### config.mk
export PLATFORM = sky130hd
export DESIGN_NAME = tk1_mmio_xbar
export DESIGN_NICKNAME = d
export VERILOG_FILES = /design/src/rtl/tk1_mmio_xbar.sv
export SDC_FILE = /design/constraint.sdc
export NUM_CORES = 1
export LEC_CHECK = 0
export BUFFER_PORTS_ARGS = -buffer_cell sky130_fd_sc_hd__buf_4
export CAP_MARGIN = 10
export CORE_AREA = 2 2 174 176
export CTS_CLUSTER_DIAMETER = 50
export DETAILED_ROUTE_END_ITERATION = 7
export DIE_AREA = 0 0 176 178
export PLACE_DENSITY = 0.66
export SYNTH_ARGS = -nofsm -noshare
export SYNTH_HDL_FRONTEND = slang
export SYNTH_SLANG_ARGS = --single-unit
### constraint.sdc
create_clock -name clk -period 2.8 [get_ports clk]
set_input_delay 0.28 -clock clk [delete_from_list [all_inputs] [get_ports clk]]
set_output_delay 0.28 -clock clk [all_outputs]
set_load 0.05 [all_outputs]
### src/rtl/tk1_mmio_xbar.sv
// tk1_mmio_xbar: MMIO interconnect between the CPU memory bus and NUM_CORES
// peripheral cores. A request is decoded once on its first valid edge by the
// 6-bit core prefix in cpu_addr[29:24], then either answered directly
// (unmapped or denied prefix) or forwarded to exactly one core until that core
// reports ready or the access times out. Errors are captured in a sticky
// register where the first error wins.
//
// Ports:
//   clk, reset_n       system clock, asynchronous active-low reset
//   fw_app_mode        1 = application mode (cores in APP_DENY_MASK are denied)
//   cpu_valid/addr/wstrb/wdata   CPU request, held until cpu_ready
//   cpu_ready/rdata    one-cycle response strobe and read data
//   core_cs/we/address/wdata     one-hot select and latched request to the cores
//   core_rdata/ready   per-core read data (32 bits per core) and ready
//   err_valid/cause/addr         sticky error record (01 denied, 10 timeout)
//   err_clear          clears err_valid
module tk1_mmio_xbar #(
  parameter int                     NUM_CORES      = 8,
  parameter logic [NUM_CORES*6-1:0] CORE_PREFIXES  = {6'h3f, 6'h10, 6'h04, 6'h03,
                                                      6'h02, 6'h01, 6'h00, 6'h05},
  parameter logic [NUM_CORES-1:0]   APP_DENY_MASK  = 8'h04,
  parameter int                     TIMEOUT_CYCLES = 255
) (
  input  logic                    clk,
  input  logic                    reset_n,
  input  logic                    fw_app_mode,
  input  logic                    cpu_valid,
  input  logic [31:0]             cpu_addr,
  input  logic [3:0]              cpu_wstrb,
  input  logic [31:0]             cpu_wdata,
  output logic                    cpu_ready,
  output logic [31:0]             cpu_rdata,
  output logic [NUM_CORES-1:0]    core_cs,
  output logic                    core_we,
  output logic [7:0]              core_address,
  output logic [31:0]             core_wdata,
  input  logic [NUM_CORES*32-1:0] core_rdata,
  input  logic [NUM_CORES-1:0]    core_ready,
  output logic                    err_valid,
  output logic [1:0]              err_cause,
  output logic [31:0]             err_addr,
  input  logic                    err_clear
);

  localparam int IDXW = (NUM_CORES > 1) ? $clog2(NUM_CORES) : 1;
  localparam logic [15:0] CNT_LAST = 16'(TIMEOUT_CYCLES - 1);

  localparam logic [1:0] CAUSE_DENIED  = 2'b01;
  localparam logic [1:0] CAUSE_TIMEOUT = 2'b10;

  typedef enum logic [1:0] {IDLE, ACCESS, RESP} state_t;

  state_t                 state_q;
  logic [NUM_CORES-1:0]   cs_q;
  logic                   we_q;
  logic [7:0]             caddr_q;
  logic [31:0]            wdata_q;
  logic [31:0]            addr_q;
  logic [31:0]            rdata_q;
  logic                   ready_q;
  logic [15:0]            cnt_q;
  logic [IDXW-1:0]        idx_q;
  logic                   errValid_q, errValid_d;
  logic [1:0]             errCause_q, errCause_d;
  logic [31:0]            errAddr_q, errAddr_d;

  logic                   hit;
  logic [IDXW-1:0]        hitIdx;
  logic                   denied;
  logic                   selReady;
  logic [31:0]            selRdata;
  logic                   timeoutHit;
  logic                   raiseErr;
  logic [1:0]             raiseCause;
  logic [31:0]            raiseAddr;

  // Prefix decode: scanning from the top down lets the lowest matching index
  // overwrite any higher duplicate, so higher duplicates are unreachable.
  always_comb begin
    hit    = 1'b0;
    hitIdx = '0;
    for (int i = NUM_CORES - 1; i >= 0; i--) begin
      if (CORE_PREFIXES[6*i +: 6] == cpu_addr[29:24]) begin
        hit    = 1'b1;
        hitIdx = IDXW'(i);
      end
    end
  end

  assign denied = hit && fw_app_mode && APP_DENY_MASK[hitIdx];

  // Only the latched core's ready and read data are looked at.
  always_comb begin
    selReady = 1'b0;
    selRdata = '0;
    for (int i = 0; i < NUM_CORES; i++) begin
      if (idx_q == IDXW'(i)) begin
        selReady = core_ready[i];
        selRdata = core_rdata[32*i +: 32];
      end
    end
  end

  assign timeoutHit = (state_q == ACCESS) && !selReady && (cnt_q == CNT_LAST);

  // Error sources: a denial is reported at decode with the live address, a
  // timeout at the last ACCESS cycle with the latched address.
  always_comb begin
    raiseErr   = 1'b0;
    raiseCause = '0;
    raiseAddr  = '0;
    if (state_q == IDLE && cpu_valid && denied) begin
      raiseErr   = 1'b1;
      raiseCause = CAUSE_DENIED;
      raiseAddr  = cpu_addr;
    end else if (timeoutHit) begin
      raiseErr   = 1'b1;
      raiseCause = CAUSE_TIMEOUT;
      raiseAddr  = addr_q;
    end
  end

  // Sticky error record: first error wins, and an error arriving together
  // with err_clear is still captured because the clear frees the slot first.
  always_comb begin
    errValid_d = errValid_q;
    errCause_d = errCause_q;
    errAddr_d  = errAddr_q;
    if (err_clear) begin
      errValid_d = 1'b0;
    end
    if (raiseErr && (!errValid_q || err_clear)) begin
      errValid_d = 1'b1;
      errCause_d = raiseCause;
      errAddr_d  = raiseAddr;
    end
  end

  // Access FSM with registered outputs; cpu_ready is only ever set on the
  // transition into RESP, so it is high for exactly the one RESP cycle.
  always_ff @(posedge clk or negedge reset_n) begin
    if (!reset_n) begin
      state_q    <= IDLE;
      cs_q       <= '0;
      we_q       <= 1'b0;
      caddr_q    <= '0;
      wdata_q    <= '0;
      addr_q     <= '0;
      rdata_q    <= '0;
      ready_q    <= 1'b0;
      cnt_q      <= '0;
      idx_q      <= '0;
      errValid_q <= 1'b0;
      errCause_q <= '0;
      errAddr_q  <= '0;
    end else begin
      ready_q    <= 1'b0;
      errValid_q <= errValid_d;
      errCause_q <= errCause_d;
      errAddr_q  <= errAddr_d;
      case (state_q)
        IDLE: begin
          if (cpu_valid) begin
            addr_q  <= cpu_addr;
            caddr_q <= cpu_addr[9:2];
            wdata_q <= cpu_wdata;
            we_q    <= |cpu_wstrb;
            idx_q   <= hitIdx;
            cnt_q   <= '0;
            if (!hit || denied) begin
              rdata_q <= '0;
              ready_q <= 1'b1;
              state_q <= RESP;
            end else begin
              cs_q    <= NUM_CORES'(1) << hitIdx;
              state_q <= ACCESS;
            end
          end
        end
        ACCESS: begin
          if (selReady) begin
            rdata_q <= selRdata;
            cs_q    <= '0;
            ready_q <= 1'b1;
            state_q <= RESP;
          end else if (timeoutHit) begin
            rdata_q <= '0;
            cs_q    <= '0;
            ready_q <= 1'b1;
            state_q <= RESP;
          end else begin
            cnt_q <= cnt_q + 16'd1;
          end
        end
        RESP: begin
          state_q <= IDLE;
        end
        default: begin
          state_q <= IDLE;
        end
      endcase
    end
  end

  assign cpu_ready    = ready_q;
  assign cpu_rdata    = rdata_q;
  assign core_cs      = cs_q;
  assign core_we      = we_q;
  assign core_address = caddr_q;
  assign core_wdata   = wdata_q;
  assign err_valid    = errValid_q;
  assign err_cause    = errCause_q;
  assign err_addr     = errAddr_q;

endmodule

==> impl_metrics.toml, run 1 <==
[logic_synthesis]
avgSynthCellArea_sq_um = 10.5
synth_edf_count = 0
synthCells = 841
ys_async_sr_fraction = 1.00
synth_area_sq_um = 8840
syn_nets = 1180
ys_ff_latch = 162
yosys_warnings = 0
synth_flop_cell = "dfrtp_1"
ys_types = 56
synth_seq_area_share = 0.458

[timing]
rsz0062_at_grt = "no"
hold_violations = 0
setup_viol = 0
slew_headroom = 0.324
worstMarginPinSlew_ps = 1010
maxSlewViolCount = 0
hold_ws_ps = 38.1
fin_setup_tns_ps = 0
post-route-period-util = 0.875
max_freq_ghz = 0.408
skew_ps = 14.2
min_period_ps = 2450

[critical_path]
path_cells = "mux2_1, mux4_2, a211o_1, buf_4, nor3_1, xnor2_1, nor2_1"
slowest_stage = "mux4_2"
r2r_end = "cnt_q[10]"
arrival_ps = 2720
setup.worst_path.end = "cnt_q[10]"
end_kind = "register"
required_ps = 3080
crit_family = "multiplexers"
worstSetupPathType = "register to register"
critPathBufInv = 1
crit_fanout = 11
worst-path-stages = 7
r2r_setup_slack_ps = 350
slowest_delay_ps = 570
critPathLaunchType = "register"
r2r-start = "idx_q[2]"
critPathLaunch = "idx_q[2]"
r2r_cells = 7

[die]
die_w_um = 176
rows = 63
io_pins = 454
fp.dieH_um = 178
initial_utilization = 0.301
core_sq_um = 29400
fp.dieArea_sq_um = 31300

[global_route]
grt_max_degree = 77
grt_overflow = 0
grt_pass1_wl_um = 49900
antenna_found_initial = 5
grtUsageTotal = 0.209
grt_pass1_vias = 8242

[cells_and_area]
diodes = 0
multi_input_area_sq_um = 4430
seq_area_sq_um = 4060
nets = 1605
area_growth_pct = 50.0
utilization = 0.451
final_layout_size_suffix_gt1_frac = 0.461
fillCellCount = 2829

[route]
routed_wl_um = 34300
firstDrtPassIters = 7
avgViaCountPerCell = 5.06
initialDrtViolationCount = 702
vias = 8441
wire_per_inst_um = 20.5
route.detailed.drc = 0
ant_nets = 0

[place]
numPortBuffers = 453
dpl.hpwl_um = 26400
routabilityCongestion = 0.862

[clock_tree]
numClockSinks = 162
numCtsBuffers = 17
cts-root-buf = "clkbuf_16"
cts.reportedPaths.clkPinSlew_ps = 80
clock_latency_ps = 420
clockBufferDepth = 2
cts_tree = "yes"
cts_setup_buffers = 0
htree_levels = 4

[flow_run]
max_cap_violations = 0

[worst_hold_path]
hold_path.class = "input pin to register"

[power_and_ir_drop]
leakage_nw = 6.46
power_density_nw_per_um2 = 567
peakVddDrop_mv = 0.363

[outcome]
status = "completed"
## Yosys cell counts (all sizes together) (4+ instances only)
cell     number  area (sq um)
a211oi        5          37.5
a21o          7          52.6
a21oi        18           101
a22o         13           114
a22oi        20           150
buf          35           203
clkbuf       36           135
dfrtp       162          4050
inv           8          30.0
mux2i        34           340
mux4         59          1330
nand2       240           903
nand3        40           200
nand4         4          25.0
nor2         27           101
nor2b         8          50.1
nor3         11          55.1
nor4          5          37.5
o21ai        17          85.1
o2bb2ai      34           360
or3           8          50.1
xnor2         7          61.3
## worst reg2reg max path, cell delays in order, from the launching register on
cell and delay (ps):
dfrtp_2 430, mux2_1 310, mux4_2 570, a211o_1 360, buf_4 200, nor3_1 230
xnor2_1 150, nor2_1 50
## how the worst min path moves through the flow
stage | start | endpoint | slack (ps) | cells after the start
3_5_place_dp | reset_n | err_addr[8] | 360 | 1
6_report | cpu_wdata[24] | core_wdata[24] | 40 | 3
2_1_floorplan | reset_n | addr_q[0] | -20 | 0
5_1_grt | cpu_wdata[7] | core_wdata[7] | 20 | 3
4_1_cts | cpu_wdata[7] | core_wdata[7] | 20 | 3
3_3_place_gp | reset_n | addr_q[19] | 350 | 1
## repair_timing
| item | in CTS | in global routing |
|---|---|---|
| resized for setup | 0 | 0 |
| hold buffers | 1 | 0 |
| endpoints found under the hold margin | 66 | 0 |
## final cells by class
type | instances | area share
inverters | 8 | 0.00226
clock inverters | 14 | 0.0132
clock buffers | 18 | 0.0324
multi-input cells | 600 | 0.334
repair buffers | 477 | 0.275
well taps | 390 | 0.0368
flip-flops and latches | 162 | 0.306
## layer usage
layer  wire length (um)  global-route usage  up-vias
met4                321              0.0399       10
met3               2970              0.0691       28
li1                   -                   -     3872
met1              15100               0.300     4178
met5                 56                   0        -
met2              15800               0.311      353
## per-stage QoR
| step | power, mW | worst slack [ps] | cell area, sq um | cells |
|---|---|---|---|---|
| floorplan | 4.22 | 548 | 8840 | 841 |
| CTS | 7.63 | 340 | 13300 | 1669 |
| finish | 7.53 | 351 | 13300 | 1669 |
| global placement | 5.15 | 394 | 12600 | 1636 |
| detailed placement | 5.19 | 357 | 12600 | 1636 |
| global route | 7.89 | 180 | 13300 | 1669 |
## state kept, by name, indices dropped and copies added, names as in the netlist
register      flops
core_cs           8
cpu_rdata        32
idx_q             3
core_we           1
core_address      7
err_valid         1
core_wdata       32
state_q           2
cnt_q            16
err_cause         2
addr_q           25
err_addr         32
cpu_ready         1
## cell usage in the layout, fill, tap and decap left out, types with 5 or more instances in the layout
cell type / netlist / layout
o2bb2ai_2: 10 / 10
mux4_2: 59 / 59
a22o_1: 13 / 13
inv_1: 8 / 8
a22oi_1: 20 / 20
o2bb2ai_1: 24 / 24
a21o_1: 7 / 7
buf_4: 8 / 470
or3_1: 8 / 8
mux2i_1: 34 / 34
nor2b_1: 8 / 8
nor2_1: 27 / 27
clkbuf_16: 0 / 17
nor3_1: 11 / 11
o21ai_0: 17 / 17
buf_12: 0 / 5
dfrtp_1: 162 / 159
nand3_1: 40 / 40
xnor2_1: 7 / 7
a211oi_1: 5 / 5
a21oi_1: 17 / 17
nand2_1: 239 / 238
## cell families (layout without fill, tap and decap cells)
kind of cell,after synthesis,in the layout,synth area share
AOI/OAI and AO/OA,129,129,0.117
xor gates and xnor gates,9,9,0.00891
adders and majority gates,3,3,0.00396
buffers and inverters,79,517,0.0416
DFF,162,162,0.458
muxes,94,94,0.190
and+or+nand+nor,365,365,0.180
## where the power goes
group	total [mW]	internal [mW]	switching (mW)	leakage, nW
clock	2.40	1.35	1.05	0.297
sequential	2.80	2.62	0.184	2.13
combinational	2.32	0.924	1.40	4.03
Power figures use the tool's default switching activity.
==> run 2, diff against run 1 <==
--- a/config.mk
+++ b/config.mk
@@ -5,12 +5,13 @@
 export SDC_FILE = /design/constraint.sdc
 export NUM_CORES = 1
 export LEC_CHECK = 0
+export ABC_AREA = 1
 export BUFFER_PORTS_ARGS = -buffer_cell sky130_fd_sc_hd__buf_4
 export CAP_MARGIN = 10
-export CORE_AREA = 2 2 174 176
+export CORE_AREA = 2 2 175 177
 export CTS_CLUSTER_DIAMETER = 50
 export DETAILED_ROUTE_END_ITERATION = 7
-export DIE_AREA = 0 0 176 178
+export DIE_AREA = 0 0 177 179
 export PLACE_DENSITY = 0.66
 export SYNTH_ARGS = -nofsm -noshare
 export SYNTH_HDL_FRONTEND = slang
==> run 2 against run 1 <==
Compared with the run above: critical endpoint is now err_addr[21]; critical path depth is 3 higher; critical path type unchanged; worst setup slack worse by 59 ps; largest power group is now combinational cells; wire length increased by 22%; highest routed layer is now met4.
==> impl_metrics.toml, run 2 <==
[timing]
worstMarginPinSlew_ps = 817
min_period_ps = 2510
maxSlewViolCount = 0
rsz0062_at_grt = "no"
fin_setup_tns_ps = 0
setup_viol = 0
post-route-period-util = 0.895
skew_ps = 25.8
max_freq_ghz = 0.399
slew_headroom = 0.454
setup_ws_ps = 293
hold_ws_ps = 27.9
hold_violations = 0

[place]
routabilityCongestion = 1.01
numPortBuffers = 453
dpl.hpwl_um = 32400
placed_cells = 2107
pre_cts_ws_ps = 290

[critical_path]
slowest_delay_ps = 750
cpMostUsedCell = "nand2_1"
critPathLaunch = "idx_q[2]"
r2r-start = "idx_q[2]"
slowest_stage = "a21oi_4"
r2r_cells = 10
r2r_end = "err_addr[21]"
arrival_ps = 2870
r2r_setup_slack_ps = 290
crit_fanout = 28
path_cells = "inv_2, nand3_1, inv_1, nand2_1, nand4_1, nand2_1, nand4_2, a21oi_4, nand2_1, nand2_1"
setup.worst_path.end = "err_addr[21]"
critPathLaunchType = "register"
worstSetupPathType = "register to register"
end_kind = "register"
required_ps = 3160

[power_and_ir_drop]
peakVddDrop_mv = 0.516
leakage_nw = 7.19
finalPower_mw = 8.81
power_density_nw_per_um2 = 643

[cells_and_area]
nets = 2070
fillCellCount = 3072
final_cell_mix = "nand2_1, buf_4, dfrtp_1"
final_cells = 2144
layout_commonest_cell = "nand2_1"
area_growth_pct = 49.8
final_layout_size_suffix_gt1_frac = 0.321

[global_route]
grt_pass1_vias = 10400
grt_overflow = 0
grt_pass1_wl_um = 61600
grtUsageTotal = 0.260
grt_max_degree = 76
antenna_found_initial = 4

[worst_hold_path]
hold_path.class = "input pin to register"

[clock_tree]
cts_tree = "yes"
numCtsBuffers = 17
htree_levels = 4
numClockSinks = 162
cts_setup_buffers = 0
clockBufferDepth = 2
cts-root-buf = "clkbuf_16"
cts.reportedPaths.clkPinSlew_ps = 90
clock_latency_ps = 450
hold_buffers = 1
cts_resized = 0

[logic_synthesis]
synthSimpleGateAreaFrac = 0.395
synth_area_sq_um = 9140
synth.area.mux_share = 0
synth_fa_ha_area_frac = 0.00274
yosysMostFrequentCell = "nand2_1"
synth.area.top_cells = "dfrtp_1, nand2_1, nand4_1"
synth-compound-area-share = 0.0849
ys_async_sr_fraction = 1.00
synth_edf_count = 0
ys_top_cells_by_count = "nand2_1, dfrtp_1, nand3_1"
yosys_warnings = 0
yosys.area.top_type_share = 0.443
syn_nets = 1638
ys_ff_latch = 162
ys_types = 36
synth_seq_area_share = 0.443
yosysTopAreaCell = "dfrtp_1"
avgSynthCellArea_sq_um = 7.04
synthXorXnorAreaFrac = 0.00575
synthCells = 1299
synth_flop_cell = "dfrtp_1"
synth_top_family_by_area = "simple AND/OR/NAND/NOR gates"

[die]
core_sq_um = 30000
rows = 64
fp.dieArea_sq_um = 31700
initial_utilization = 0.304
fp.dieH_um = 179
die_w_um = 177
io_pins = 454

[outcome]
status = "completed"

[route]
ant_nets = 0
vias = 10600
wire_per_inst_um = 19.5
route.detailed.drc = 0
routed_wl_um = 41700
initialDrtViolationCount = 687
avgViaCountPerCell = 4.92
firstDrtPassIters = 5

[flow_run]
max_cap_violations = 0
==> run 2: cell count changes in the layout (fill, tap and decap cells not counted), sizes merged, moves of 34 or more <==
cell / before / now
a21oi: 18 / 53
inv: 12 / 75
mux2i: 34 / 0
mux4: 59 / 0
nand2: 240 / 590
nand3: 40 / 100
nand4: 4 / 85
o21ai: 17 / 76
o2bb2ai: 34 / 0
==> run 2: stage by stage <==
| step | cell area [sq um] | utilization |
|---|---|---|
| 6_report | 13700 | 0.456 |
| 5_1_grt | 13700 | 0.456 |
| 4_1_cts | 13700 | 0.456 |
| 3_5_place_dp | 13000 | 0.434 |
| 3_3_place_gp | 13000 | 0.434 |
| 2_1_floorplan | 9140 | - |
==> run 2: critical path: cells and delay by family (launching register included) <==
kind                   cells  cell delay, ps
buffers and inverters      2             350
AOI/OAI and AO/OA          1             750
DFF                        1             460
and+or+nand+nor            7             870
==> run 2: layout make-up <==
cell class / count / area, sq um / share of cell area
sequential: 162 / 4050 / 0.296
clock buffer: 17 / 425 / 0.0311
antenna: 4 / 10.0 / 0.000731
timing repair buffer: 492 / 3740 / 0.273
inverter: 68 / 255 / 0.0186
tap: 396 / 495 / 0.0362
clock inverter: 15 / 225 / 0.0164
multi-input combinational: 990 / 4500 / 0.328
==> run 2: logic make-up (layout without fill, tap and decap cells) <==
| group | Yosys count | after routing |
|---|---|---|
| buf+inv | 147 | 592 |
| other cells | 0 | 4 |
| flops | 162 | 162 |
| compound gates | 143 | 143 |
| fa+ha+maj | 2 | 2 |
| simple gates | 839 | 839 |
| xor+xnor | 6 | 6 |
==> run 2: worst min path at each step <==
| stage | from | end | slack, ps | cells after the start |
|---|---|---|---|---|
| finish | cpu_wdata[27] | core_wdata[27] | 30 | 3 |
| global route | cpu_wdata[29] | core_wdata[29] | 10 | 3 |
| CTS | cpu_wdata[27] | core_wdata[27] | 20 | 3 |
| detailed placement | reset_n | err_addr[9] | 350 | 1 |
| global placement | reset_n | addr_q[9] | 360 | 1 |
| floorplan | reset_n | addr_q[0] | -20 | 0 |
==> run 2: layer usage <==
layer  global-route usage  part of all wire  vias to the layer above
li1                     -                 -                     5108
met1                0.304              0.39                     4899
met2                0.459              0.49                      482
met3               0.0623             0.081                       63
met4                0.104             0.035                        0
met5                    0                 0                        -
==> run 2: power breakdown <==
part	switching, mW	internal [mW]
sequential	0.261	2.73
combinational	2.22	1.07
clock	1.27	1.27
total	3.75	5.06
==> run 3, diff against run 2 <==
==> constraint.sdc (replaced) <==
create_clock -name clk -period 2.8 [get_ports clk]
set_input_delay 0.14 -clock clk [delete_from_list [all_inputs] [get_ports clk]]
set_output_delay 0.14 -clock clk [all_outputs]
set_load 0.05 [all_outputs]
==> run 3 against run 2 <==
Compared with the run above: utilization up 2.4 points; largest cell class unchanged; highest routed layer unchanged; count of clock-buffer cells in the layout unchanged; worst hold slack lost 16 ps; wire length rose by 6.3%.
==> impl_metrics.toml, run 3 (synthesized netlist as in run 2, its figures left out) <==
[timing]
fin_setup_tns_ps = 0
min_period_ps = 2530
post-route-period-util = 0.904
hold_ws_ps = 12.0
max_freq_ghz = 0.395
maxSlewViolCount = 0
slew_headroom = 0.437
worstMarginPinSlew_ps = 844
hold_violations = 0
skew_ps = 26.0
setup_ws_ps = 269
setup_viol = 0
rsz0062_at_grt = "no"

[place]
placed_cells = 2106
numPortBuffers = 453
routabilityCongestion = 0.993
dpl.hpwl_um = 32800
pre_cts_ws_ps = 191

[global_route]
grtUsageMet3 = 0.0602
grt_util_met2 = 0.478
grt_max_degree = 76
antenna_found_initial = 2
grt_overflow = 0
grtUsageTotal = 0.274
gr-usage-met1 = 0.329
grt_pass1_wl_um = 65200
grt_pass1_vias = 11000
top_usage_layer = "met2"

[clock_tree]
cts.reportedPaths.clkPinSlew_ps = 80
cts_setup_buffers = 0
numClockSinks = 162
clock_latency_ps = 440
clockBufferDepth = 2
cts-root-buf = "clkbuf_16"
numCtsBuffers = 17
htree_levels = 4
cts_tree = "yes"

[critical_path]
critPathLaunchType = "register"
r2r_end = "err_addr[17]"
cpMostUsedCell = "nand2_1"
slowest_stage = "a21oi_4"
required_ps = 3170
slowest_delay_ps = 610
r2r-start = "idx_q[1]"
arrival_ps = 2900
r2r_cells = 10
end_kind = "register"
worstSetupPathType = "register to register"
path_cells = "nor2_2, nand2_2, inv_2, nand2_1, nand4_1, nand2_1, nand4_2, a21oi_4, nand2_1, nand2_1"
crit_fanout = 19
r2r_setup_slack_ps = 270

[worst_hold_path]
hold_depth = 5
hold_end = "cpu_rdata[10]"
hold_path.class = "input pin to register"
hold_start = "core_rdata[234]"

[route]
firstDrtPassIters = 5
wire_per_inst_um = 20.0
initialDrtViolationCount = 708
route.detailed.drc = 0
avgViaCountPerCell = 4.94
ant_nets = 0
vias = 10900
routed_wl_um = 44400

[die]
die_w_um = 177
fp.dieH_um = 179
fp.dieArea_sq_um = 31700
initial_utilization = 0.304
io_pins = 454
rows = 64
core_sq_um = 30000

[cells_and_area]
final_cells = 2213
nets = 2141
final_cell_mix = "nand2_1, buf_4, dfrtp_1"
area_growth_pct = 57.6
layout_commonest_cell = "nand2_1"
final_layout_size_suffix_gt1_frac = 0.308

[power_and_ir_drop]
peakVddDrop_mv = 0.538
power_density_nw_per_um2 = 617
leakage_nw = 7.48

[outcome]
status = "completed"

[flow_run]
max_cap_violations = 0
==> run 3: cell types whose count changed in the layout (fill, tap and decap cells not counted), moves of 2 or more <==
cell,before,now
diode_2,4,2
dlygate4sd3_1,1,72
buf_4,487,485
inv_12,4,2
clkinv_4,0,2
==> run 3: cell type report <==
| type | instances | area, sq um |
|---|---|---|
| Fill cell | 2958 | 15600 |
| Multi-Input combinational cell | 991 | 4510 |
| Timing Repair Buffer | 562 | 4450 |
| Sequential cell | 162 | 4050 |
| Tap cell | 396 | 495 |
| Clock buffer | 17 | 425 |
| Inverter | 68 | 255 |
| Clock inverter | 15 | 204 |
| Antenna cell | 2 | 5.00 |
==> run 3: power breakdown <==
| part | total (mW) | switching (mW) | internal, mW |
|---|---|---|---|
| sequential | 3.00 | 0.266 | 2.73 |
| combinational | 3.40 | 2.27 | 1.13 |
| clock | 2.49 | 1.25 | 1.23 |
| total | 8.88 | 3.79 | 5.10 |
==> run 3: stage by stage <==
step,total power [mW],area (sq um),utilization
floorplan,4.96,9140,-
global placement,6.32,13000,0.434
detailed placement,6.35,13000,0.434
CTS,8.94,14400,0.479
global route,9.33,14400,0.480
finish,8.88,14400,0.480
==> run 3: repair_timing <==
action | in CTS | in global routing
hold buffers | 72 | 0
endpoints found under the setup margin | 0 | 27
endpoints found under the hold margin | 132 | 0
gates resized for setup | 0 | 1
==> run 3: metal layers <==
metal,wire length [um],vias to the layer above
met1,17700,5121
met4,1620,0
met5,0,-
met3,3340,72
met2,21700,481
li1,-,5251
==> run 3: worst max path at each step <==
stage                     slack (ps)        from  depth (start not counted)            to
after floorplan                  920  state_q[1]                         10  err_cause[0]
after global placement           320    idx_q[1]                         10  err_addr[14]
after detailed placement         190    idx_q[1]                         10  err_addr[31]
after CTS                        160    idx_q[1]                         10   err_addr[1]
after global routing              30    idx_q[1]                         10   err_addr[8]
final                            270    idx_q[1]                         10  err_addr[17]
==> run 3: critical path, delay by kind of cell, from the launching register on <==
family / cells / cell delay [ps]
flops: 1 / 530
compound gates: 1 / 610
buf+inv: 1 / 70
simple gates: 8 / 1240
